--- src/rtl/mem_stage.sv ---
// -----------------------------------------------------------------------------
// mem_stage
//
// Memory stage of an in-order pipeline. It takes one EX/MEM operation at a
// time and does one of the following:
//   - Non-memory op: the ALU result goes to the writeback outputs one cycle
//     later.
//   - Load or store: the op is latched and a single-beat request goes to the
//     data memory. Upstream is frozen until the memory acks. Loads write back
//     the lane-selected and extended data in the cycle after the ack.
//
// Optional build macro:
//   MISALIGN_TRAP_EN
//     Defined:   a misaligned half/word access makes no memory request. It
//                pulses o_misalign for one cycle instead.
//     Undefined: o_misalign is tied low. The address bits below the access
//                width are forced to zero, so the access becomes aligned.
//
// Ports
//   i_clk          sole clock; all state updates on the rising edge
//   i_rst          synchronous, active-high reset
//   i_valid        EX/MEM op present
//   i_load         op is a load
//   i_store        op is a store
//   i_funct3       access width / sign (RISC-V funct3)
//   i_addr         ALU result: the address, or the result of a non-memory op
//   i_wdata        forwarded store data
//   i_rd_addr      destination register
//   o_mem_req      memory request, held high until the ack cycle
//   o_mem_we       write enable (store)
//   o_mem_addr     word-aligned memory address
//   o_mem_wdata    store data, replicated into all byte lanes
//   o_mem_bmask    byte-lane enables (4'b1111 for loads)
//   i_mem_ack      memory has completed the access
//   i_mem_rdata    memory read data (full word)
//   o_stall        freeze upstream
//   o_wb_valid     single-cycle writeback strobe
//   o_wb_rd_addr   writeback destination register
//   o_wb_data      writeback data
//   o_misalign     single-cycle misaligned-access pulse (trap build only)
// -----------------------------------------------------------------------------
module mem_stage (
    input  logic        i_clk,
    input  logic        i_rst,
    input  logic        i_valid,
    input  logic        i_load,
    input  logic        i_store,
    input  logic [2:0]  i_funct3,
    input  logic [31:0] i_addr,
    input  logic [31:0] i_wdata,
    input  logic [4:0]  i_rd_addr,
    output logic        o_mem_req,
    output logic        o_mem_we,
    output logic [31:0] o_mem_addr,
    output logic [31:0] o_mem_wdata,
    output logic [3:0]  o_mem_bmask,
    input  logic        i_mem_ack,
    input  logic [31:0] i_mem_rdata,
    output logic        o_stall,
    output logic        o_wb_valid,
    output logic [4:0]  o_wb_rd_addr,
    output logic [31:0] o_wb_data,
    output logic        o_misalign
);

    localparam logic [1:0] SZ_B = 2'd0;
    localparam logic [1:0] SZ_H = 2'd1;
    localparam logic [1:0] SZ_W = 2'd2;

    typedef enum logic {
        IDLE = 1'b0,
        BUSY = 1'b1
    } state_t;

    state_t state_q;
    state_t state_d;

    // -------------------------------------------------------------------------
    // Helper functions
    // -------------------------------------------------------------------------

    // Access width. For loads, funct3[2] only selects signedness, and the
    // 011/110/111 encodings fall through to a word access. For stores, any
    // encoding other than SB/SH is a word store.
    function automatic logic [1:0] access_size(input logic       is_load,
                                               input logic [2:0] f3);
        logic [1:0] sz;
        if (is_load) begin
            case (f3[1:0])
                2'b00:   sz = SZ_B;
                2'b01:   sz = SZ_H;
                default: sz = SZ_W;
            endcase
        end else begin
            case (f3)
                3'b000:  sz = SZ_B;
                3'b001:  sz = SZ_H;
                default: sz = SZ_W;
            endcase
        end
        return sz;
    endfunction

`ifdef MISALIGN_TRAP_EN
    function automatic logic is_misaligned(input logic [1:0] sz,
                                           input logic [1:0] lo);
        return ((sz == SZ_H) && lo[0]) || ((sz == SZ_W) && (lo != 2'b00));
    endfunction
`else
    // Clear the address bits below the access width. The resulting access
    // is always naturally aligned.
    function automatic logic [31:0] align_addr(input logic [1:0]  sz,
                                               input logic [31:0] a);
        logic [31:0] r;
        case (sz)
            SZ_H:    r = {a[31:1], 1'b0};
            SZ_W:    r = {a[31:2], 2'b00};
            default: r = a;
        endcase
        return r;
    endfunction
`endif

    function automatic logic [3:0] lane_mask(input logic       is_load,
                                             input logic [1:0] sz,
                                             input logic [1:0] lo);
        logic [3:0] m;
        if (is_load) begin
            m = 4'b1111;
        end else begin
            case (sz)
                SZ_B:    m = 4'b0001 << lo;
                SZ_H:    m = 4'b0011 << {lo[1], 1'b0};
                default: m = 4'b1111;
            endcase
        end
        return m;
    endfunction

    // Replicate the store data so that every enabled lane sees the right
    // bytes, whatever the address offset.
    function automatic logic [31:0] lane_wdata(input logic [1:0]  sz,
                                               input logic [31:0] d);
        logic [31:0] r;
        case (sz)
            SZ_B:    r = {4{d[7:0]}};
            SZ_H:    r = {2{d[15:0]}};
            default: r = d;
        endcase
        return r;
    endfunction

    // Select the addressed lane and extend it to 32 bits.
    // A half access always has lo[0] == 0 by the time it gets here.
    function automatic logic [31:0] load_extract(input logic [2:0]  f3,
                                                 input logic [1:0]  lo,
                                                 input logic [31:0] rdata);
        logic [31:0] sh;
        logic [31:0] r;
        sh = rdata >> {lo, 3'b000};
        case (f3)
            3'b000:  r = {{24{sh[7]}},  sh[7:0]};
            3'b100:  r = {24'd0,        sh[7:0]};
            3'b001:  r = {{16{sh[15]}}, sh[15:0]};
            3'b101:  r = {16'd0,        sh[15:0]};
            default: r = rdata;
        endcase
        return r;
    endfunction

    // -------------------------------------------------------------------------
    // Stage p0: decode of the incoming EX/MEM op (combinational)
    // -------------------------------------------------------------------------
    logic        is_mem_p0;
    logic [1:0]  size_p0;
    logic [31:0] eff_addr_p0;
    logic        trap_p0;
    logic        take_mem_p0;
    logic        take_alu_p0;

    assign is_mem_p0 = i_load | i_store;
    assign size_p0   = access_size(i_load, i_funct3);

`ifdef MISALIGN_TRAP_EN
    assign trap_p0     = i_valid & is_mem_p0 & is_misaligned(size_p0, i_addr[1:0]);
    assign eff_addr_p0 = i_addr;
`else
    assign trap_p0     = 1'b0;
    assign eff_addr_p0 = align_addr(size_p0, i_addr);
`endif

    // These are only meaningful while IDLE. The FSM and the registers below
    // qualify them with the state.
    assign take_mem_p0 = i_valid & is_mem_p0 & ~trap_p0;
    assign take_alu_p0 = i_valid & ~is_mem_p0;

    // -------------------------------------------------------------------------
    // FSM next state and stall
    // -------------------------------------------------------------------------
    always_comb begin
        state_d = state_q;
        o_stall = 1'b0;
        case (state_q)
            IDLE: begin
                if (take_mem_p0) begin
                    state_d = BUSY;
                    o_stall = 1'b1;
                end
            end
            BUSY: begin
                o_stall = ~i_mem_ack;
                if (i_mem_ack) begin
                    state_d = IDLE;
                end
            end
            default: state_d = IDLE;
        endcase
    end

    // -------------------------------------------------------------------------
    // Stage p1: latched memory op, driven to the memory while BUSY
    // -------------------------------------------------------------------------
    logic        ld_p1;
    logic        st_p1;
    logic [2:0]  f3_p1;
    logic [31:0] addr_p1;
    logic [31:0] wdata_p1;
    logic [3:0]  bmask_p1;
    logic [4:0]  rd_p1;

    always_ff @(posedge i_clk) begin
        if (i_rst) begin
            state_q      <= IDLE;
            ld_p1        <= 1'b0;
            st_p1        <= 1'b0;
            f3_p1        <= 3'd0;
            addr_p1      <= 32'd0;
            wdata_p1     <= 32'd0;
            bmask_p1     <= 4'd0;
            rd_p1        <= 5'd0;
            o_wb_valid   <= 1'b0;
            o_wb_data    <= 32'd0;
            o_wb_rd_addr <= 5'd0;
        end else begin
            state_q    <= state_d;
            o_wb_valid <= 1'b0;

            if (state_q == IDLE) begin
                if (take_mem_p0) begin
                    // A load takes priority if both flags are ever set.
                    ld_p1    <= i_load;
                    st_p1    <= i_store & ~i_load;
                    f3_p1    <= i_funct3;
                    addr_p1  <= eff_addr_p0;
                    wdata_p1 <= lane_wdata(size_p0, i_wdata);
                    bmask_p1 <= lane_mask(i_load, size_p0, eff_addr_p0[1:0]);
                    rd_p1    <= i_rd_addr;
                end
                if (take_alu_p0) begin
                    o_wb_valid   <= 1'b1;
                    o_wb_data    <= i_addr;
                    o_wb_rd_addr <= i_rd_addr;
                end
            end else if (i_mem_ack && ld_p1) begin
                o_wb_valid   <= 1'b1;
                o_wb_data    <= load_extract(f3_p1, addr_p1[1:0], i_mem_rdata);
                o_wb_rd_addr <= rd_p1;
            end
        end
    end

    assign o_mem_req   = (state_q == BUSY);
    assign o_mem_we    = st_p1;
    assign o_mem_addr  = {addr_p1[31:2], 2'b00};
    assign o_mem_wdata = wdata_p1;
    assign o_mem_bmask = bmask_p1;

`ifdef MISALIGN_TRAP_EN
    logic misalign_p1;

    always_ff @(posedge i_clk) begin
        if (i_rst) begin
            misalign_p1 <= 1'b0;
        end else begin
            misalign_p1 <= (state_q == IDLE) & trap_p0;
        end
    end

    assign o_misalign = misalign_p1;
`else
    assign o_misalign = 1'b0;
`endif

endmodule

--- config.mk ---
export PLATFORM = sky130hd
export DESIGN_NAME = mem_stage
export DESIGN_NICKNAME = d
export VERILOG_FILES = /design/src/rtl/mem_stage.sv
export SDC_FILE = /design/constraint.sdc
export NUM_CORES = 1
export LEC_CHECK = 0
export BUFFER_PORTS_ARGS = -buffer_cell sky130_fd_sc_hd__buf_2
export CORE_MARGIN = 2
export CORE_UTILIZATION = 41
export CTS_CLUSTER_SIZE = 20
export DETAILED_ROUTE_END_ITERATION = 6
export PLACE_DENSITY = 0.7
export REMOVE_ABC_BUFFERS = 1
export SETUP_SLACK_MARGIN = 0.5
export SYNTH_ARGS = -nofsm -noshare
export SYNTH_HDL_FRONTEND = slang
export SYNTH_SLANG_ARGS = --single-unit
--- constraint.sdc ---
create_clock -name i_clk -period 4.2 [get_ports i_clk]
set_clock_uncertainty 0.05 [all_clocks]
set_input_delay 0.21 -clock i_clk [delete_from_list [all_inputs] [get_ports i_clk]]
set_output_delay 0.21 -clock i_clk [all_outputs]
set_load 0.02 [all_outputs]
==> results.cfg <==
[timing]
slew_violations = 0
grt_setup_unrepaired = no
fin_setup_tns_ns = 0
worst_pin_slew_ns = 0.956
finalCritPeriodShare = 0.659
timing.fmax_ghz = 0.361
max_slew_margin = 0.360
setup_viol = 0
finalHoldViolCount = 0
fin_ws_ns = 1.43
post-route-min-period_ns = 2.77

[global_routing]
grt_pass1_vias = 5412
grt_overflow_total = 0
antenna_found_initial = 3
grt_max_degree = 81
grtUsageTotal = 0.241
grt_pass1_wl_mm = 27.9

[job]
cap_violations = 0

[cts]
path_clk_slew_ns = 0.05
cts_resized = 0
tritoncts = done
clock_insertion_delay_worst_skew_ns = 0.41
cts-root-buf = clkbuf_16
htreeDepth = 4
cts_buffers = 17
cts_sinks = 117
clockBufferDepth = 2

[critical_path]
crit_fanout = 27
critPathArrivalTime_ns = 3.04
critical_path_class = input port to register
startpoint_type = input port
crit_required_ns = 4.47
worstSetupEndpointType = register

[layout]
final_cell_mix = buf_2, nand2_1, a21oi_1
fillers = 1236
final_nets = 1017
syn_to_final_growth_pct = 35.6
seqCellArea_um2 = 2340
final_common_cell = buf_2
multiInputGateArea_um2 = 2720
drive_gt1_frac = 0.289

[yosys]
ys_seq_area_frac = 0.420
ys_ff_latch = 117
yosysTopAreaCellShare = 0.420
ys.flop_type = dfxtp_1
async_flop_share = 0
synthTopCellsByArea = dfxtp_1, a21oi_1, nand2_1, nor2_1, buf_4
synthDistinctLibCells = 47
ys.warnings.count = 0
postSynthAreaPerCell_um2 = 7.81
synth.largest_area_cell = dfxtp_1
synth_edf_count = 0
syn-cell-area_um2 = 5580
synthCells = 714

[floorplanning]
die_w_um = 121
initial_core_util = 0.421
coreArea_um2 = 13200
ios = 220
rows = 42
die-area_um2 = 14600
fp.dieH_um = 121

[drt]
drt_iter0_markers = 528
firstDrtPassIters = 5
postRouteWirelength_mm = 17.8
vias = 5817
via_per_inst = 5.30
drc = 0
ant_nets = 0
wl_per_cell_um = 16.2

[place]
dp_slack_ns = 1.05
hpwl_mm = 12.0
port_buffers = 216
gp_congestion = 0.892

[power_and_ir_drop]
power.density_nw_per_um2 = 457
leakagePower_nw = 3.31
p_sw_mw = 0.890
switching_share = 0.257
p_int_mw = 2.57
power.share.combinational = 0.160
p_total_mw = 3.46
ir_drop_mv = 0.257
seq_power_share = 0.355
pwr-share-clk = 0.485

[status]
status = completed

[worst_hold_path]
min_path_type = input port to register
[critical path: stages]
cell and delay, ns:
buf_2 0.17, nor2b_1 0.15, or2_2 0.47, clkinv_1 0.60, nand2_1 0.22, ha_1 0.63
a22o_1 0.25, a21oi_1 0.08, a211oi_1 0.24
[stage by stage]
step	utilization	cells	instance area, um2	hold slack, ns
final	0.571	1097	7570	0.0155
after global routing	0.571	1097	7570	0.0180
after CTS	0.571	1095	7560	0.000664
after detailed placement	0.485	1018	6430	0.393
after global placement	0.485	1018	6430	0.388
after floorplan	-	621	5070	0.229
[final timing paths]
| path | startpoint | endpoint | slack, ns | depth (start not counted) |
|---|---|---|---|---|
| max | i_load | o_mem_wdata[15] | 1.43 | 9 |
| min | i_addr[9] | addr_p1[9] | 0.02 | 3 |
| max reg2reg | o_mem_req | o_wb_data[7] | 1.43 | 5 |
| min reg2reg | addr_p1[17] | addr_p1[17] | 0.40 | 2 |
[final cells by class]
class,instances,share of cell area
inverters,5,0.00248
diodes,2,0.000661
well taps,176,0.0291
flip-flops and latches,117,0.310
clock buffers,24,0.0650
multi-input cells,499,0.360
clock inverters,8,0.0255
repair buffers,266,0.208
[power by group through the flow]
stage                     registers (mW)  clock network, mW  logic, mW
after floorplan                     1.33                  0      0.214
after global placement              1.25                  0      0.515
after detailed placement            1.25                  0      0.517
after CTS                           1.23               1.70      0.551
after global routing                1.24               1.75      0.605
final                               1.23               1.68      0.553
[kinds of logic (layout without fill, tap and decap cells)]
kind of cell | count (synthesis) | after routing | share of synthesized area
and+or+nand+nor | 244 | 244 | 0.178
buffers and inverters | 100 | 303 | 0.0953
adders and majority gates | 1 | 1 | 0.00224
AOI/OAI and AO/OA | 236 | 236 | 0.273
other | 1 | 5 | 0.000672
DFF | 117 | 117 | 0.420
muxes | 15 | 15 | 0.0307
[routing by layer]
metal	global-route usage	part of all wire
met5	0	0
met4	0.101	0.025
met1	0.313	0.45
met2	0.386	0.47
met3	0.0528	0.053
[synth_stat cells, types with 2 or more instances]
library cell	n
a211o_1	7
nor3_1	2
clkbuf_1	51
o211ai_1	8
nor2_1	69
dfxtp_1	117
a311o_1	2
o21ai_0	2
nand2_1	146
a2111oi_0	2
buf_6	3
a211oi_1	26
inv_1	2
nor2b_1	7
nor4_1	9
clkinv_1	2
nand3_1	3
a32oi_1	7
a311oi_1	24
mux2i_1	7
a21oi_1	126
mux2_2	7
buf_4	33
a22o_1	15
o22ai_1	8
buf_2	8
[registers in the layout, indices dropped and copies added (netlist names)]
register	count
o_wb_rd_addr	5
f3_p1	3
o_mem_we	1
o_mem_bmask	4
o_mem_req	1
o_mem_wdata	32
o_wb_valid	1
rd_p1	5
o_wb_data	32
ld_p1	1
addr_p1	32
[repair_timing]
item | CTS | global route
setup buffers | 0 | 0
endpoints found under the hold margin | 45 | 0
hold buffers | 45 | 0
No activity file was read; power rests on OpenSTA's default activity.
